<file path="src/rtl/i2s_pkg.sv">
// rtl/i2s_pkg.sv - shared constants, state type and parameter legality for the I2S transmitter
package i2s_pkg;

    localparam int I2S_MODE_I2S = 0;
    localparam int I2S_MODE_LJ  = 1;

    localparam int I2S_DATA_W_MIN = 8;
    localparam int I2S_DATA_W_MAX = 32;
    localparam int I2S_NUM_CH_MIN = 2;
    localparam int I2S_NUM_CH_MAX = 8;

    typedef enum logic [1:0] {
        TX_IDLE,
        TX_ARM,
        TX_RUN
    } tx_state_e;

    function automatic bit i2s_params_ok(input int data_w, input int slot_w, input int num_ch,
                                         input int fifo_depth, input int mode,
                                         input int mclk_half, input int bclk_half);
        return (data_w >= I2S_DATA_W_MIN) && (data_w <= I2S_DATA_W_MAX) &&
               (slot_w >= data_w) &&
               (num_ch >= I2S_NUM_CH_MIN) && (num_ch <= I2S_NUM_CH_MAX) && (num_ch % 2 == 0) &&
               (fifo_depth >= 2) && ((fifo_depth & (fifo_depth - 1)) == 0) &&
               ((mode == I2S_MODE_I2S) || (mode == I2S_MODE_LJ)) &&
               (mclk_half >= 1) && (bclk_half >= 1);
    endfunction

endpackage

</file>
<file path="src/rtl/i2s_frame_fifo.sv">
// rtl/i2s_frame_fifo.sv - synchronous frame FIFO with registered ready and level
module i2s_frame_fifo #(
    parameter int WIDTH = 32,
    parameter int DEPTH = 4
) (
    input  logic                     clk,
    input  logic                     rst_n,
    input  logic                     push,
    input  logic [WIDTH-1:0]         wr_data,
    input  logic                     pop,
    output logic [WIDTH-1:0]         rd_data,
    output logic                     ready,
    output logic                     empty,
    output logic [$clog2(DEPTH):0]   level
);
    localparam int AW = $clog2(DEPTH);

    logic [WIDTH-1:0] mem [DEPTH];
    logic [AW-1:0]    wr_ptr;
    logic [AW-1:0]    rd_ptr;
    logic [AW:0]      level_nxt;
    logic             do_push;
    logic             do_pop;

    // ready is the registered not-full flag, so a same-cycle pop never frees a slot early
    assign do_push = push && ready;
    assign do_pop  = pop && !empty;
    assign empty   = (level == '0);
    assign rd_data = mem[rd_ptr];

    always_comb begin
        level_nxt = level;
        if (do_push && !do_pop) begin
            level_nxt = level + (AW+1)'(1);
        end else if (do_pop && !do_push) begin
            level_nxt = level - (AW+1)'(1);
        end
    end

    always_ff @(posedge clk or negedge rst_n) begin
        if (!rst_n) begin
            wr_ptr <= '0;
            rd_ptr <= '0;
            level  <= '0;
            ready  <= 1'b1;
        end else begin
            if (do_push) wr_ptr <= wr_ptr + AW'(1);
            if (do_pop)  rd_ptr <= rd_ptr + AW'(1);
            level <= level_nxt;
            ready <= (level_nxt != (AW+1)'(DEPTH));
        end
    end

    always_ff @(posedge clk) begin
        if (do_push) mem[wr_ptr] <= wr_data;
    end

endmodule

</file>
<file path="src/rtl/i2s_tx_multi.sv">
// rtl/i2s_tx_multi.sv - multi-channel I2S / left-justified transmitter with clock generation
module i2s_tx_multi
    import i2s_pkg::*;
#(
    parameter int DATA_W     = 16,
    parameter int SLOT_W     = 32,
    parameter int NUM_CH     = 2,
    parameter int MCLK_HALF  = 1,
    parameter int BCLK_HALF  = 4,
    parameter int MODE       = 0,
    parameter int FIFO_DEPTH = 4
) (
    input  logic                          i_clk,
    input  logic                          i_rst_n,
    input  logic                          i_en,
    input  logic                          i_mute,
    input  logic                          i_valid,
    output logic                          o_ready,
    input  logic [NUM_CH*DATA_W-1:0]      i_data,
    output logic                          o_mclk,
    output logic                          o_bclk,
    output logic                          o_lrclk,
    output logic                          o_sdin,
    output logic [$clog2(FIFO_DEPTH):0]   o_fifo_level,
    output logic [7:0]                    o_underrun_cnt
);
    localparam int FRAME_BITS = NUM_CH * SLOT_W;
    localparam int BW = $clog2(FRAME_BITS);
    localparam int MW = $clog2(MCLK_HALF) + 1;
    localparam int DW = $clog2(BCLK_HALF) + 1;
    localparam bit PARAMS_OK = i2s_params_ok(DATA_W, SLOT_W, NUM_CH, FIFO_DEPTH, MODE,
                                             MCLK_HALF, BCLK_HALF);

    if (!PARAMS_OK) begin : g_bad_params
        $error("i2s_tx_multi: illegal parameter combination");
    end

    tx_state_e                state;
    tx_state_e                state_nxt;
    logic [MW-1:0]            mclk_div;
    logic [DW-1:0]            bclk_div;
    logic [BW-1:0]            bit_cnt;
    logic [BW-1:0]            bit_nxt;
    logic [FRAME_BITS-1:0]    sreg;
    logic [FRAME_BITS-1:0]    stream;
    logic [FRAME_BITS-1:0]    shift_src;
    logic [NUM_CH*DATA_W-1:0] fifo_data;
    logic                     fifo_empty;
    logic                     bclk_tc;
    logic                     fall;
    logic                     load;

    i2s_frame_fifo #(
        .WIDTH (NUM_CH*DATA_W),
        .DEPTH (FIFO_DEPTH)
    ) u_fifo (
        .clk     (i_clk),
        .rst_n   (i_rst_n),
        .push    (i_valid),
        .wr_data (i_data),
        .pop     (load),
        .rd_data (fifo_data),
        .ready   (o_ready),
        .empty   (fifo_empty),
        .level   (o_fifo_level)
    );

    // Slot k of the frame stream holds channel k MSB-first, left-aligned, zero padded
    always_comb begin
        stream = '0;
        if (!fifo_empty) begin
            for (int ch = 0; ch < NUM_CH; ch++) begin
                stream[FRAME_BITS-1-ch*SLOT_W -: SLOT_W] =
                    SLOT_W'(fifo_data[ch*DATA_W +: DATA_W]) << (SLOT_W - DATA_W);
            end
        end
    end

    assign bclk_tc   = (bclk_div == DW'(BCLK_HALF - 1));
    assign fall      = i_en && bclk_tc && o_bclk;
    assign shift_src = load ? stream : sreg;

    always_ff @(posedge i_clk or negedge i_rst_n) begin
        if (!i_rst_n) state <= TX_IDLE;
        else          state <= state_nxt;
    end

    always_comb begin
        state_nxt = state;
        case (state)
            TX_IDLE: state_nxt = TX_ARM;
            TX_ARM:  if (fall) state_nxt = TX_RUN;
            default: state_nxt = state;
        endcase
        if (!i_en) state_nxt = TX_IDLE;
    end

    // A frame starts at the first falling edge after enable and at every bit counter wrap
    always_comb begin
        load    = 1'b0;
        bit_nxt = bit_cnt;
        if (fall) begin
            if (state != TX_RUN || bit_cnt == BW'(FRAME_BITS - 1)) begin
                load    = 1'b1;
                bit_nxt = '0;
            end else begin
                bit_nxt = bit_cnt + BW'(1);
            end
        end
    end

    always_ff @(posedge i_clk or negedge i_rst_n) begin
        if (!i_rst_n) begin
            mclk_div <= '0;
            o_mclk   <= 1'b0;
        end else if (mclk_div == MW'(MCLK_HALF - 1)) begin
            mclk_div <= '0;
            o_mclk   <= ~o_mclk;
        end else begin
            mclk_div <= mclk_div + MW'(1);
        end
    end

    always_ff @(posedge i_clk or negedge i_rst_n) begin
        if (!i_rst_n) begin
            bclk_div <= '0;
            o_bclk   <= 1'b0;
            o_lrclk  <= 1'b0;
            o_sdin   <= 1'b0;
            bit_cnt  <= '0;
            sreg     <= '0;
        end else if (!i_en) begin
            bclk_div <= '0;
            o_bclk   <= 1'b0;
            o_lrclk  <= 1'b0;
            o_sdin   <= 1'b0;
            bit_cnt  <= '0;
            sreg     <= '0;
        end else begin
            if (bclk_tc) begin
                bclk_div <= '0;
                o_bclk   <= ~o_bclk;
            end else begin
                bclk_div <= bclk_div + DW'(1);
            end
            if (fall) begin
                bit_cnt <= bit_nxt;
                o_lrclk <= (bit_nxt >= BW'(FRAME_BITS / 2));
                // I2S lags the stream by one bit, so the old frame's last bit leads the new one
                if (MODE == I2S_MODE_LJ) begin
                    o_sdin <= ~i_mute & shift_src[FRAME_BITS-1];
                    sreg   <= shift_src << 1;
                end else begin
                    o_sdin <= ~i_mute & sreg[FRAME_BITS-1];
                    sreg   <= load ? stream : (sreg << 1);
                end
            end
        end
    end

    always_ff @(posedge i_clk or negedge i_rst_n) begin
        if (!i_rst_n) begin
            o_underrun_cnt <= '0;
        end else if (load && fifo_empty && o_underrun_cnt != 8'hFF) begin
            o_underrun_cnt <= o_underrun_cnt + 8'd1;
        end
    end

endmodule

</file>
<file path="config.mk">
export PLATFORM = sky130hd
export DESIGN_NAME = i2s_tx_multi
export DESIGN_NICKNAME = d
export VERILOG_FILES = /design/src/rtl/i2s_pkg.sv /design/src/rtl/i2s_frame_fifo.sv /design/src/rtl/i2s_tx_multi.sv
export SDC_FILE = /design/constraint.sdc
export NUM_CORES = 1
export LEC_CHECK = 0
export BUFFER_PORTS_ARGS = -buffer_cell sky130_fd_sc_hd__buf_2
export CORE_UTILIZATION = 43
export DETAILED_ROUTE_END_ITERATION = 8
export PLACE_DENSITY = 0.71
export SYNTH_ARGS = -nofsm -noshare
export SYNTH_HDL_FRONTEND = slang
export SYNTH_SLANG_ARGS = --single-unit
export TNS_END_PERCENT = 30
</file>
<file path="constraint.sdc">
create_clock -name i_clk -period 2.5 [get_ports i_clk]
set_input_delay 0.25 -clock i_clk [delete_from_list [all_inputs] [get_ports i_clk]]
set_output_delay 0.25 -clock i_clk [all_outputs]
set_load 0.01 [all_outputs]
</file>
=== Word-level counts from Yosys, hierarchy flattened ===
Memories as Yosys holds them, arrays and structs flattened.
Cells that the tools add are included.

* Memories: 1
* Register bits: 96
* Memory bits (writable): 128
* Input port bits: 37
* Output and inout bits: 16

{| class="wikitable"
|+ Memory list
! memory !! depth !! bits a word !! read ports !! clocked after Yosys merged registers in !! write ports !! line !! RTL
|-
| u_fifo.mem || 4 || 32 || 1 || 0 || 1 || i2s_frame_fifo.sv:18 || <nowiki>logic [WIDTH-1:0] mem [DEPTH];</nowiki>
|}

* Reductions and logical operators: 15
* Add/sub/neg operators: 8
* Bitwise logic cells: 4
* Order comparisons: 1
* Multiplexer cells: 26
* Equality and inequality tests: 10

{| class="wikitable"
|+ Operator list
! cell !! number
|-
| 64-bit two-way mux || 4
|-
| 6-bit two-way mux || 4
|-
| 3-bit two-way mux || 4
|-
| 1-bit two-way mux || 11
|-
| 8-bit by 1-bit adder with 8-bit output, second input constant || 1
|-
| 1-bit logical AND || 8
|-
| 8-bit inequality test, second input constant || 1
|-
| 3-bit by 1-bit adder with 3-bit output, second input constant || 2
|-
| 6-bit by 1-bit adder with 6-bit output, second input constant || 1
|-
| 6-bit == test, second input constant || 1
|-
| 6-bit greater-or-equal comparator, second input constant || 1
|-
| 3-bit inequality test, second input constant || 2
|-
| 2-bit by 1-bit adder with 2-bit output, second input constant || 2
|-
| 2-bit two-way mux || 2
|-
| 2-bit by 1-bit inequality test with 1-bit output, second input constant || 2
|-
| 2-bit one-hot mux with 2 select lines || 1
|-
| 3-bit by 2-bit == test with 1-bit output, second input constant || 1
|-
| 1-bit zero test || 3
|-
| 3-bit zero test || 1
|-
| 3-bit by 1-bit inequality test with 1-bit output, second input constant || 1
|-
| 1-bit inverter || 3
|-
| 3-bit by 1-bit subtractor with 3-bit output, second input constant || 1
|-
| 2-bit by 1-bit == test with 1-bit output, second input constant || 1
|-
| 2-bit zero test || 1
|-
| other kinds (5) || 5
|}

=== Logic depth before layout (Yosys ltp) ===
Gate-level depths: netlist of the first run.

* Depth in word-level cells: 9
* Depth in mapped cells: 8
* Mapped depth without buffers: 7

=== By module ===
A second synthesis of the first run with hierarchy kept.

* Cell total of the unflattened synthesis: 453
* Area, all modules: 8184.1 um^2

{| class="wikitable"
|+ By module, submodules not included
! module !! area each (um^2) !! times used !! cells an instance
|-
| i2s_frame_fifo || 5170.0 || 1 || 221
|-
| i2s_tx_multi || 3014.1 || 1 || 232
|}

=== Worst setup path before layout of the first run ===
Ideal clock, no wire load.

* Kind: flip-flop to flip-flop
* Start point: reg u_fifo.level[0]
* End point: reg u_fifo.ready
* Library setup time: 0.094 ns
* Cell stages (with the launch flop): 8
* Arrival time: 1.819 ns
* Period minus slack after synthesis: 1.913 ns
* Path buffers: 0
* Setup slack: 0.587 ns
* Path through: dfrtp_1 > inv_1 > ha_1 > nand2b_1 > nand2_4 > o31ai_1 > o22ai_1 > or4b_1

* Word-level cells in the longest chain between the ends: 7
* Elaborated cells on any way between the ends: 11

{| class="wikitable"
|+ Ends and longest elaborated chain
! element !! line !! RTL
|-
| start: declaration || i2s_frame_fifo.sv:14 || <nowiki>output logic [$clog2(DEPTH):0] level</nowiki>
|-
| start signal: assignment || i2s_frame_fifo.sv:49 || <nowiki>level <= level_nxt;</nowiki>
|-
| branches (longest 5 deep; another with 3-bit by 1-bit subtractor with 3-bit output) || -- ||
|-
| 3-bit two-way mux (*) || i2s_frame_fifo.sv:33 || <nowiki>if (do_push && !do_pop) begin</nowiki>
|-
| named net u_fifo.level_nxt[1] || i2s_frame_fifo.sv:21 || <nowiki>logic [AW:0] level_nxt;</nowiki>
|-
| 3-bit inequality test (*) || i2s_frame_fifo.sv:50 || <nowiki>ready <= (level_nxt != (AW+1)'(DEPTH));</nowiki>
|-
| end signal: assignment || i2s_frame_fifo.sv:50 ||
|-
| end: declaration || i2s_frame_fifo.sv:12 || <nowiki>output logic ready,</nowiki>
|}

Mark *: on every way through the listed nets, which the timed path passes.
A chain may end at the register's enable or synchronous reset.

=== Worst setup path after layout of the first run ===
* Start point: reg bclk_div[0]
* End point: reg u_fifo.ready

* Word-level cells in the longest chain between the ends: 9
* Elaborated cells on any way between the ends: 11

{| class="wikitable"
|+ Ends and longest elaborated chain
! element !! line !! RTL
|-
| start: declaration || i2s_tx_multi.sv:41 || <nowiki>logic [DW-1:0] bclk_div;</nowiki>
|-
| start signal: assignment || i2s_tx_multi.sv:144 || <nowiki>bclk_div <= bclk_div + DW'(1);</nowiki>
|-
| 3-bit by 2-bit == test with 1-bit output (*) || i2s_tx_multi.sv:79 || <nowiki>assign bclk_tc = (bclk_div == DW'(BCLK_HALF - 1));</nowiki>
|-
| 1-bit logical AND (*) (2 in series) || i2s_tx_multi.sv:80 || <nowiki>assign fall = i_en && bclk_tc && o_bclk;</nowiki>
|-
| 1-bit two-way mux (*) || i2s_tx_multi.sv:102 || <nowiki>if (fall) begin</nowiki>
|-
| 1-bit logical AND (*) || i2s_frame_fifo.sv:27 || <nowiki>assign do_pop = pop && !empty;</nowiki>
|-
| 1-bit logical AND or 1-bit zero test (tied branches) || i2s_frame_fifo.sv:35, i2s_frame_fifo.sv:33 ||
|-
| 3-bit two-way mux or 1-bit logical AND (tied branches) || i2s_frame_fifo.sv:35, i2s_frame_fifo.sv:33 ||
|-
| 3-bit two-way mux (*) || i2s_frame_fifo.sv:33 ||
|-
| named net u_fifo.level_nxt[1] || i2s_frame_fifo.sv:21 ||
|-
| 3-bit inequality test (*) || i2s_frame_fifo.sv:50 ||
|}

Mark *: on every way through the listed nets, which the timed path passes. The rest lies on a longest branch.

==> results of run 1 <==
==> worst register-to-register path, delay by kind of cell (launching register included) <==
| family | cells | cell delay (ps) |
|---|---|---|
| AO/OA/AOI/OAI | 2 | 390 |
| flip-flops | 1 | 360 |
| AND/OR/NAND/NOR | 3 | 1130 |
| adder cells (fa/ha/maj) | 1 | 220 |
==> placed cells by master (no fill, tap or decap), types with 10 or more instances in the layout <==
| cell type | Yosys | layout |
|---|---|---|
| a22o_1 | 20 | 20 |
| a22oi_1 | 30 | 30 |
| buf_2 | 7 | 51 |
| buf_4 | 0 | 11 |
| clkbuf_16 | 0 | 24 |
| dfrtp_1 | 78 | 77 |
| dlygate4sd3_1 | 0 | 34 |
| edfxtp_1 | 128 | 128 |
| ha_1 | 10 | 10 |
| mux4_2 | 32 | 32 |
| nand2_1 | 78 | 78 |
| xnor2_1 | 12 | 12 |
==> through the flow <==
| stage | power, mW | instance area [sq um] | setup slack (ps) | utilization | hold WS (ps) |
|---|---|---|---|---|---|
| 2_1_floorplan | 4.95 | 8120 | 587 | - | -45.6 |
| 3_3_place_gp | 5.30 | 8720 | 491 | 0.479 | 210 |
| 3_5_place_dp | 5.36 | 8720 | 314 | 0.479 | 215 |
| 4_1_cts | 8.64 | 9790 | 315 | 0.538 | 66.2 |
| 5_1_grt | 8.87 | 9790 | 166 | 0.538 | 76.8 |
| 6_report | 8.54 | 9790 | 315 | 0.538 | 77.8 |
==> cells in the mapped netlist (2+ instances only) <==
cell	count	share of area
nand4_1	3	0.0023
clkbuf_1	14	0.0065
o21ai_0	5	0.0031
nand2_1	78	0.036
edfxtp_1	128	0.47
nand2b_1	3	0.0023
nand3_1	5	0.0031
nor2b_1	3	0.0023
a22o_1	20	0.022
mux2i_1	2	0.0025
buf_2	7	0.0043
dfrtp_1	78	0.24
xnor2_1	12	0.013
and2_1	3	0.0023
and3_1	8	0.0062
nand3b_1	2	0.0018
nor3_1	4	0.0025
a22oi_1	30	0.028
inv_1	5	0.0023
buf_1	2	0.00093
xor2_1	2	0.0022
nor2_1	3	0.0014
ha_1	10	0.015
a21oi_1	4	0.0025
mux4_2	32	0.089
==> kinds of logic after synthesis <==
kind of cell | after synthesis | synth area share
AOI/OAI and AO/OA | 69 | 0.0663
xor gates and xnor gates | 14 | 0.0151
adders and majority gates | 10 | 0.0154
buffers and inverters | 30 | 0.0160
DFF | 207 | 0.717
muxes | 35 | 0.0927
and+or+nand+nor | 125 | 0.0771
==> repair_timing <==
action	CTS	global route
hold buffers	34	0
setup endpoints to repair	0	0
resized for setup	0	0
endpoints found under the hold margin	157	0
==> final cells by class <==
class,count,share of cell area
sequential,207,0.595
inverter,5,0.00192
clock inverter,4,0.00575
tap,229,0.0293
clock buffer,36,0.0694
multi-input combinational,253,0.222
timing repair buffer,100,0.0774
==> layer usage <==
layer / up-vias / global-route usage / wire [um]
li1: 2072 / - / -
met2: 105 / 0.289 / 7890
met3: 26 / 0.0258 / 651
met5: - / 0 / 0
met1: 2320 / 0.209 / 6410
met4: 0 / 0.0561 / 357
==> worst max-delay path by stage <==
stage | slack [ps] | cells after the start | to
floorplan | 590 | 7 | u_fifo.ready
global placement | 490 | 6 | u_fifo.ready
detailed placement | 310 | 6 | u_fifo.ready
CTS | 310 | 6 | u_fifo.ready
global route | 170 | 6 | u_fifo.ready
finish | 320 | 6 | u_fifo.ready
==> state kept, by name (all words and copies together) (netlist names) <==
name	flops
u_fifo.mem	128
sreg	48
o_underrun_cnt	8
bit_cnt	6
bclk_div	3
u_fifo.level	3
state	2
u_fifo.rd_ptr	2
u_fifo.wr_ptr	2
o_bclk	1
o_lrclk	1
o_mclk	1
o_sdin	1
u_fifo.ready	1
==> power groups by stage <==
stage          clock network [mW]  logic, mW  registers, mW
2_1_floorplan                   0      0.642           4.30
3_3_place_gp                    0      0.977           4.32
3_5_place_dp                    0       1.01           4.35
4_1_cts                      3.29       1.06           4.29
5_1_grt                      3.41       1.14           4.32
6_report                     3.22       1.03           4.28
==> reports/metrics.json, run 1 <==
{
  "insertion_delay": {"value": 510, "unit": "ps"},
  "maximum_operating_frequency": {"value": 458, "unit": "MHz"},
  "finalCritPeriodShare": {"value": 0.874},
  "firstDrtPassIters": {"value": 5},
  "netlist_area": {"value": 0.00812, "unit": "sq mm"},
  "crit_fanout": {"value": 8},
  "synth_edf_count": {"value": 128},
  "fin_cells": {"value": 834},
  "switchingPower": {"value": 2.00, "unit": "mW"},
  "setup_viol_count_final": {"value": 0},
  "cp-end-kind": {"value": "flip-flop"},
  "synthesis.area_per_instance": {"value": 16.6, "unit": "sq um"},
  "drv.max_cap_violation_count": {"value": 0},
  "slew_viol_final": {"value": 0},
  "route.antenna.remaining_nets": {"value": 0},
  "min_path_type": {"value": "in -> reg"},
  "switching_share": {"value": 0.234},
  "yosysUniqueCellTypes": {"value": 52},
  "status": {"value": "finished, final reports clean"},
  "layout-drive-gt1-share": {"value": 0.238},
  "timing_startpoint_of_the_critical_path": {"value": "bclk_div[0]"},
  "dr_total_vias": {"value": 4523},
  "power.leakage": {"value": 3.88, "unit": "nW"},
  "grt_setup_unrepaired": {"value": "false"},
  "cp_slowest_cell": {"value": "or4b_1"},
  "ys_dominant_reg_cell": {"value": "edfxtp_1"},
  "die_width": {"value": 139, "unit": "um"},
  "groute.usage.overall": {"value": 0.165},
  "timing.clock.skew": {"value": 23.1, "unit": "ps"},
  "critPathArrivalTime": {"value": 2590, "unit": "ps"},
  "design.core.area": {"value": 0.0182, "unit": "sq mm"},
  "postCtsSetupRepairBufs": {"value": 0},
  "numClockSinks": {"value": 207},
  "power_per_cell_area": {"value": 872, "unit": "mW/mm^2"},
  "critical_path_class": {"value": "reg -> reg"},
  "p_int": {"value": 6.54, "unit": "mW"},
  "power.combinational.fraction": {"value": 0.121},
  "critical_path.n_buffers_inverters": {"value": 0},
  "worst_path_dominant_cell_family": {"value": "simple AND/OR/NAND/NOR gates"},
  "final_period_minus_worst_setup_slack": {"value": 2180, "unit": "ps"},
  "viasPerCell": {"value": 5.42},
  "seq_power_share": {"value": 0.502},
  "ff_latch_area": {"value": 0.00582, "unit": "sq mm"},
  "timing.hold.worst_endpoint": {"value": "state[0]"},
  "clock_root_cell": {"value": "clkbuf_16"},
  "io_pins": {"value": 53},
  "dieArea": {"value": 0.0194, "unit": "sq mm"},
  "drt_first_iter_violations": {"value": 251},
  "routed_wl": {"value": 15.3, "unit": "mm"},
  "worst_r2r_endpoint": {"value": "u_fifo.ready"},
  "postSynthRegisterBits": {"value": 207},
  "fillers": {"value": 1437},
  "worst_hold_path.num_cells": {"value": 2},
  "startpoint_type": {"value": "flip-flop"},
  "fp.dieH": {"value": 139, "unit": "um"},
  "reg2regPathDepth": {"value": 6},
  "clockBufferDepth": {"value": 3},
  "antenna_cells_inserted": {"value": 0},
  "io_buffer_count": {"value": 52},
  "synth-warning-count": {"value": 0},
  "maxSlewHeadroom": {"value": 0.534},
  "r2r_start": {"value": "bclk_div[0]"},
  "cp.required": {"value": 2910, "unit": "ps"},
  "num_rows": {"value": 49},
  "setup_total_negative_slack": {"value": 0, "unit": "ps"},
  "grt_antenna_before_repair": {"value": 0},
  "tritoncts": {"value": "done"},
  "min_from": {"value": "i_en"},
  "gate_count_post_synth": {"value": 490},
  "ff2ff_setup_slack": {"value": 320, "unit": "ps"},
  "detailed_place_hpwl": {"value": 9.07, "unit": "mm"},
  "yosysSeqAreaShare": {"value": 0.717},
  "crit_chain": {"value": "ha_1 -> and4b_1 -> nand2_4 -> o31ai_1 -> o22ai_1 -> or4b_1"},
  "vias_in_the_first_global_route": {"value": 4876},
  "peakVddDrop": {"value": 519, "unit": "uV"},
  "cts_max_level": {"value": 1},
  "dp_cells": {"value": 760},
  "clk_transition_reported_paths": {"value": 60, "unit": "ps"},
  "drc_errors": {"value": 0},
  "drt-wirelength-per-cell": {"value": 18.4, "unit": "um"},
  "synthArstFlopShare": {"value": 0.382},
  "worst_pin_slew": {"value": 699, "unit": "ps"},
  "slowest_delay": {"value": 530, "unit": "ps"},
  "globalRoute.totalOverflow": {"value": 0},
  "num-nets-final": {"value": 636},
  "finalWeightedCongestion": {"value": 0.748},
  "share_clk_of_total_power": {"value": 0.377},
  "cts_buffers": {"value": 22},
  "flow.area_growth_from_synthesis": {"value": 20.7, "unit": "%"},
  "grt_start_max_net_pins": {"value": 56},
  "grt_pass1_wl": {"value": 25.2, "unit": "mm"},
  "multiInputGateArea": {"value": 0.00217, "unit": "sq mm"},
  "initial_core_util": {"value": 0.446},
  "number_of_hold_violations_in_the_final_report": {"value": 0},
  "synthesis.nets": {"value": 537}
}
(Power assumes the default switching activity.)
==> run 2, diff against run 1 <==
--- a/config.mk
+++ b/config.mk
@@ -6,9 +6,10 @@
 export NUM_CORES = 1
 export LEC_CHECK = 0
 export BUFFER_PORTS_ARGS = -buffer_cell sky130_fd_sc_hd__buf_2
-export CORE_UTILIZATION = 43
+export CORE_UTILIZATION = 40
 export DETAILED_ROUTE_END_ITERATION = 8
-export PLACE_DENSITY = 0.71
+export PLACE_DENSITY = 0.68
+export RECOVER_POWER = 50
 export SYNTH_ARGS = -nofsm -noshare
 export SYNTH_HDL_FRONTEND = slang
 export SYNTH_SLANG_ARGS = --single-unit
==> constraint.sdc (replaced) <==
create_clock -name i_clk -period 2.5 [get_ports i_clk]
set_input_delay 0.25 -clock i_clk [delete_from_list [all_inputs] [get_ports i_clk]]
set_output_delay 0.25 -clock i_clk [all_outputs]
set_load 0.05 [all_outputs]
==> reports/metrics.json, run 2 (synthesized netlist as in run 1, its figures left out) <==
{
  "status": {"value": "finished, final reports clean"},
  "worst_r2r_endpoint": {"value": "u_fifo.ready"},
  "clk_transition_reported_paths": {"value": 60, "unit": "ps"},
  "design.core.area": {"value": 0.0197, "unit": "sq mm"},
  "maxSlewHeadroom": {"value": 0.520},
  "clock_root_cell": {"value": "clkbuf_16"},
  "routed_wl": {"value": 15.4, "unit": "mm"},
  "number_of_flip_flops_under_the_largest_register_name": {"value": 128},
  "critical_path_class": {"value": "reg -> reg"},
  "layout-drive-gt1-share": {"value": 0.177},
  "grt_start_max_net_pins": {"value": 80},
  "postCtsSetupRepairBufs": {"value": 0},
  "dieArea": {"value": 0.0209, "unit": "sq mm"},
  "power.leakage": {"value": 3.78, "unit": "nW"},
  "finish.utilization": {"value": 0.498},
  "dp_cells": {"value": 798},
  "fin_cells": {"value": 871},
  "place_worst_setup_slack": {"value": 386, "unit": "ps"},
  "num-nets-final": {"value": 639},
  "finalCritPeriodShare": {"value": 0.839},
  "viasPerCell": {"value": 5.19},
  "drt_first_iter_violations": {"value": 333},
  "initial_core_util": {"value": 0.413},
  "route.antenna.remaining_nets": {"value": 0},
  "numClockSinks": {"value": 207},
  "io_pins": {"value": 53},
  "cp.required": {"value": 2910, "unit": "ps"},
  "peakVddDrop": {"value": 445, "unit": "uV"},
  "most_common_library_cell_in_the_layout_ignoring_fill_and_taps": {"value": "edfxtp_1"},
  "drt-wirelength-per-cell": {"value": 17.6, "unit": "um"},
  "biggestRegsByFlops": {"value": "u_fifo.mem (128), sreg (48), o_underrun_cnt (8)"},
  "grt_setup_unrepaired": {"value": "false"},
  "finalWeightedCongestion": {"value": 0.733},
  "maximum_operating_frequency": {"value": 477, "unit": "MHz"},
  "setup_viol_count_final": {"value": 0},
  "share_clk_of_total_power": {"value": 0.365},
  "number_of_hold_violations_in_the_final_report": {"value": 0},
  "clockBufferDepth": {"value": 3},
  "p_total": {"value": 8.56, "unit": "mW"},
  "cp-end-kind": {"value": "flip-flop"},
  "drv.max_cap_violation_count": {"value": 0},
  "globalRoute.totalOverflow": {"value": 0},
  "crit_chain": {"value": "ha_1 -> and4b_1 -> nand2_4 -> nor2_8 -> xnor2_1 -> or4b_1"},
  "firstDrtPassIters": {"value": 4},
  "tritoncts": {"value": "done"},
  "power.combinational.fraction": {"value": 0.135},
  "fp.dieH": {"value": 144, "unit": "um"},
  "mostFrequentLayoutCells": {"value": "edfxtp_1 (128), nand2_1 (78), dfrtp_1 (77)"},
  "fillers": {"value": 1712},
  "io_buffer_count": {"value": 52},
  "cts_buffers": {"value": 23},
  "antenna_cells_inserted": {"value": 0},
  "reg2regPathDepth": {"value": 6},
  "grt_antenna_before_repair": {"value": 0},
  "groute.usage.overall": {"value": 0.155},
  "vias_in_the_first_global_route": {"value": 4698},
  "cp_slowest_cell": {"value": "or4b_1"},
  "setup_total_negative_slack": {"value": 0, "unit": "ps"},
  "slowest_delay": {"value": 520, "unit": "ps"},
  "seq_power_share": {"value": 0.500},
  "min_path_type": {"value": "in -> reg"},
  "cts_max_level": {"value": 1},
  "r2r_start": {"value": "bclk_div[0]"},
  "dr_total_vias": {"value": 4517},
  "worst_slack": {"value": 402, "unit": "ps"},
  "flow.area_growth_from_synthesis": {"value": 20.5, "unit": "%"},
  "ff2ff_setup_slack": {"value": 400, "unit": "ps"},
  "final_period_minus_worst_setup_slack": {"value": 2100, "unit": "ps"},
  "p_int": {"value": 6.46, "unit": "mW"},
  "worst_hold_path.num_cells": {"value": 3},
  "power_per_cell_area": {"value": 875, "unit": "mW/mm^2"},
  "worst_pin_slew": {"value": 720, "unit": "ps"},
  "slew_viol_final": {"value": 0},
  "detailed_place_hpwl": {"value": 9.30, "unit": "mm"},
  "drc_errors": {"value": 0},
  "grt_pass1_wl": {"value": 24.9, "unit": "mm"},
  "insertion_delay": {"value": 500, "unit": "ps"},
  "timing_startpoint_of_the_critical_path": {"value": "bclk_div[0]"},
  "switchingPower": {"value": 2.10, "unit": "mW"},
  "die_width": {"value": 144, "unit": "um"},
  "switching_share": {"value": 0.245},
  "timing.hold.worst_endpoint": {"value": "bclk_div[0]"},
  "startpoint_type": {"value": "flip-flop"},
  "critPathArrivalTime": {"value": 2510, "unit": "ps"},
  "min_from": {"value": "i_en"},
  "detailed_place.area": {"value": 0.00879, "unit": "sq mm"},
  "final_cell_area": {"value": 0.00978, "unit": "sq mm"},
  "regMostFlops": {"value": "u_fifo.mem"},
  "timing.clock.skew": {"value": 8.87, "unit": "ps"},
  "crit_fanout": {"value": 14},
  "num_rows": {"value": 51},
  "hold_ws": {"value": 71.3, "unit": "ps"}
}
## run 2: cell types whose count changed in the layout (fill, tap and decap cells not counted), moves of 2 or more
cell and delta:
buf_2 -32, clkbuf_1 +30, clkinv_1 +6, clkbuf_8 -3, and2_0 +2
## run 2: power groups by stage
stage / Sequential (mW) / Combinational [mW] / Clock, mW
detailed placement: 4.35 / 1.14 / 0
global route: 4.31 / 1.25 / 3.32
global placement: 4.31 / 1.10 / 0
CTS: 4.28 / 1.19 / 3.20
floorplan: 4.40 / 0.642 / 0
finish: 4.28 / 1.15 / 3.13
## run 2: layout make-up
type / instances / area, sq um / area share
repair buffers: 102 / 742 / 0.0759
clock buffers: 28 / 594 / 0.0608
well taps: 265 / 332 / 0.0339
inverters: 5 / 18.8 / 0.00192
clock inverters: 11 / 104 / 0.0106
flip-flops and latches: 207 / 5820 / 0.595
multi-input cells: 253 / 2170 / 0.222
## run 2: worst max path at each step
stage | to | slack [ps]
after floorplan | u_fifo.ready | 290
after global routing | u_fifo.ready | 260
after CTS | u_fifo.ready | 380
after global placement | u_fifo.ready | 490
after detailed placement | u_fifo.ready | 390
final | u_fifo.ready | 400
## run 2: worst max-delay path: cells and delay by family (launching register included)
kind	cells	cell delay [ps]
and+or+nand+nor	4	1300
DFF	1	350
adders and majority gates	1	220
xor gates and xnor gates	1	140
## run 2: routing by layer
layer	track usage	wire [um]	up-vias
met5	0	0	-
met2	0.269	7830	85
li1	-	-	2081
met1	0.200	6710	2321
met4	0.0471	413	0
met3	0.0238	404	30
## run 2: repair_timing
action | 4_1_cts | 5_1_grt
hold buffers | 34 | 0
endpoints found under the hold margin | 207 | 0
gates resized for setup | 0 | 0
==> run 3, diff against run 2 <==
==> constraint.sdc (replaced) <==
create_clock -name i_clk -period 2 [get_ports i_clk]
set_input_delay 0.2 -clock i_clk [delete_from_list [all_inputs] [get_ports i_clk]]
set_output_delay 0.2 -clock i_clk [all_outputs]
set_load 0.05 [all_outputs]
==> reports/metrics.json, run 3 (synthesized netlist as in run 1, its figures left out) <==
{
  "timing.clock.skew": {"value": 21.9, "unit": "ps"},
  "tritoncts": {"value": "done"},
  "drv.max_cap_violation_count": {"value": 0},
  "power.leakage": {"value": 3.80, "unit": "nW"},
  "dp_cells": {"value": 799},
  "biggestRegsByFlops": {"value": "u_fifo.mem (128), sreg (48), o_underrun_cnt (8)"},
  "viasPerCell": {"value": 5.24},
  "fin_cells": {"value": 874},
  "io_pins": {"value": 53},
  "crit_fanout": {"value": 6},
  "detailed_place_hpwl": {"value": 9.06, "unit": "mm"},
  "finalCritPeriodShare": {"value": 0.979},
  "finish.utilization": {"value": 0.504},
  "cts_buffers": {"value": 22},
  "drt-wirelength-per-cell": {"value": 17.8, "unit": "um"},
  "most_common_library_cell_in_the_layout_ignoring_fill_and_taps": {"value": "edfxtp_1"},
  "layout-drive-gt1-share": {"value": 0.204},
  "power_per_cell_area": {"value": 1080, "unit": "mW/mm^2"},
  "setup_viol_count_final": {"value": 0},
  "clk_transition_reported_paths": {"value": 60, "unit": "ps"},
  "groute.usage.overall": {"value": 0.157},
  "io_buffer_count": {"value": 52},
  "die_width": {"value": 144, "unit": "um"},
  "routed_wl": {"value": 15.6, "unit": "mm"},
  "antenna_cells_inserted": {"value": 0},
  "grt_pass1_wl": {"value": 25.0, "unit": "mm"},
  "regMostFlops": {"value": "u_fifo.mem"},
  "grt_antenna_before_repair": {"value": 0},
  "firstDrtPassIters": {"value": 4},
  "number_of_hold_violations_in_the_final_report": {"value": 0},
  "cp-end-kind": {"value": "flip-flop"},
  "route.antenna.remaining_nets": {"value": 0},
  "slowest_delay": {"value": 510, "unit": "ps"},
  "hold_ws": {"value": 32.8, "unit": "ps"},
  "flow.area_growth_from_synthesis": {"value": 22.0, "unit": "%"},
  "clock_root_cell": {"value": "clkbuf_16"},
  "initial_core_util": {"value": 0.413},
  "cts_max_level": {"value": 1},
  "status": {"value": "finished, final reports clean"},
  "globalRoute.totalOverflow": {"value": 0},
  "final_period_minus_worst_setup_slack": {"value": 1960, "unit": "ps"},
  "vias_in_the_first_global_route": {"value": 4818},
  "dieArea": {"value": 0.0209, "unit": "sq mm"},
  "clockBufferDepth": {"value": 3},
  "mostFrequentLayoutCells": {"value": "edfxtp_1 (128), nand2_1 (78), dfrtp_1 (74)"},
  "fp.dieH": {"value": 144, "unit": "um"},
  "slew_viol_final": {"value": 0},
  "numClockSinks": {"value": 207},
  "place_worst_setup_slack": {"value": 9.89, "unit": "ps"},
  "worst_pin_slew": {"value": 1010, "unit": "ps"},
  "startpoint_type": {"value": "flip-flop"},
  "grt_start_max_net_pins": {"value": 42},
  "maximum_operating_frequency": {"value": 511, "unit": "MHz"},
  "peakVddDrop": {"value": 566, "unit": "uV"},
  "critPathArrivalTime": {"value": 2370, "unit": "ps"},
  "crit_chain": {"value": "ha_2 -> a31oi_4 -> o31ai_2 -> o22ai_2 -> or4b_1"},
  "finalWeightedCongestion": {"value": 0.834},
  "num_rows": {"value": 51},
  "num-nets-final": {"value": 640},
  "cp_slowest_cell": {"value": "or4b_1"},
  "design.core.area": {"value": 0.0197, "unit": "sq mm"},
  "min_path_type": {"value": "in -> reg"},
  "maxSlewHeadroom": {"value": 0.328},
  "number_of_flip_flops_under_the_largest_register_name": {"value": 128},
  "drt_first_iter_violations": {"value": 271},
  "insertion_delay": {"value": 510, "unit": "ps"},
  "critical_path_class": {"value": "reg -> reg"},
  "worst_slack": {"value": 42.0, "unit": "ps"},
  "cp.required": {"value": 2410, "unit": "ps"},
  "drc_errors": {"value": 0},
  "dr_total_vias": {"value": 4576}
}
==> run 3: worst max-delay path, delay by kind of cell (launching register included) <==
family	cells	cell delay [ps]
simple gates	1	510
flops	1	420
fa+ha+maj	1	290
compound gates	3	630
==> run 3: worst paths after layout <==
path                            start            to  slack [ps]  cells after the start
max                        bit_cnt[0]  u_fifo.ready          40                      5
min                              i_en   bclk_div[0]          30                      3
max reg2reg                bit_cnt[0]  u_fifo.ready          40                      5
min reg2reg                    o_mclk        o_mclk         430                      1
max in group asynchronous     i_rst_n      sreg[35]         370                      3
min in group asynchronous     i_rst_n      sreg[63]         400                      2
==> run 3: cell type report <==
type	instances	area, sq um
clock inverter	7	75.1
clock buffer	33	602
inverter	5	18.8
multi-input combinational	253	2210
tap	265	332
fill	1668	9750
timing repair buffer	104	833
sequential	207	5830
==> run 3: stage by stage <==
step / cell area, sq um / TNS, ps / power [mW]
finish: 9900 / 0 / 10.7
global route: 9900 / -2.70 / 11.1
CTS: 9920 / 0 / 10.8
detailed placement: 8890 / 0 / 6.94
global placement: 8890 / 0 / 6.86
floorplan: 8130 / 0 / 6.33
==> run 3: power breakdown <==
part / total, mW / internal [mW] / switching [mW] / leakage [nW]
logic: 1.57 / 0.649 / 0.924 / 1.22
registers: 5.34 / 5.16 / 0.182 / 2.25
clock network: 3.78 / 2.22 / 1.56 / 0.331
total: 10.7 / 8.03 / 2.66 / 3.80
==> run 3: repair_timing <==
| item | 4_1_cts | 5_1_grt |
|---|---|---|
| endpoints found under the setup margin | 1 | 1 |
| endpoints found under the hold margin | 168 | 0 |
| gates resized for setup | 3 | 5 |
| buffers inserted | 0 | 1 |
| hold buffers | 34 | 0 |
| pin swaps | 2 | 2 |
==> run 3: metal layers <==
layer / wire length, um / track usage / up-vias
met3: 619 / 0.0258 / 33
met4: 442 / 0.0565 / 0
met1: 6830 / 0.205 / 2357
met2: 7690 / 0.265 / 99
met5: 0 / 0 / -
li1: - / - / 2087
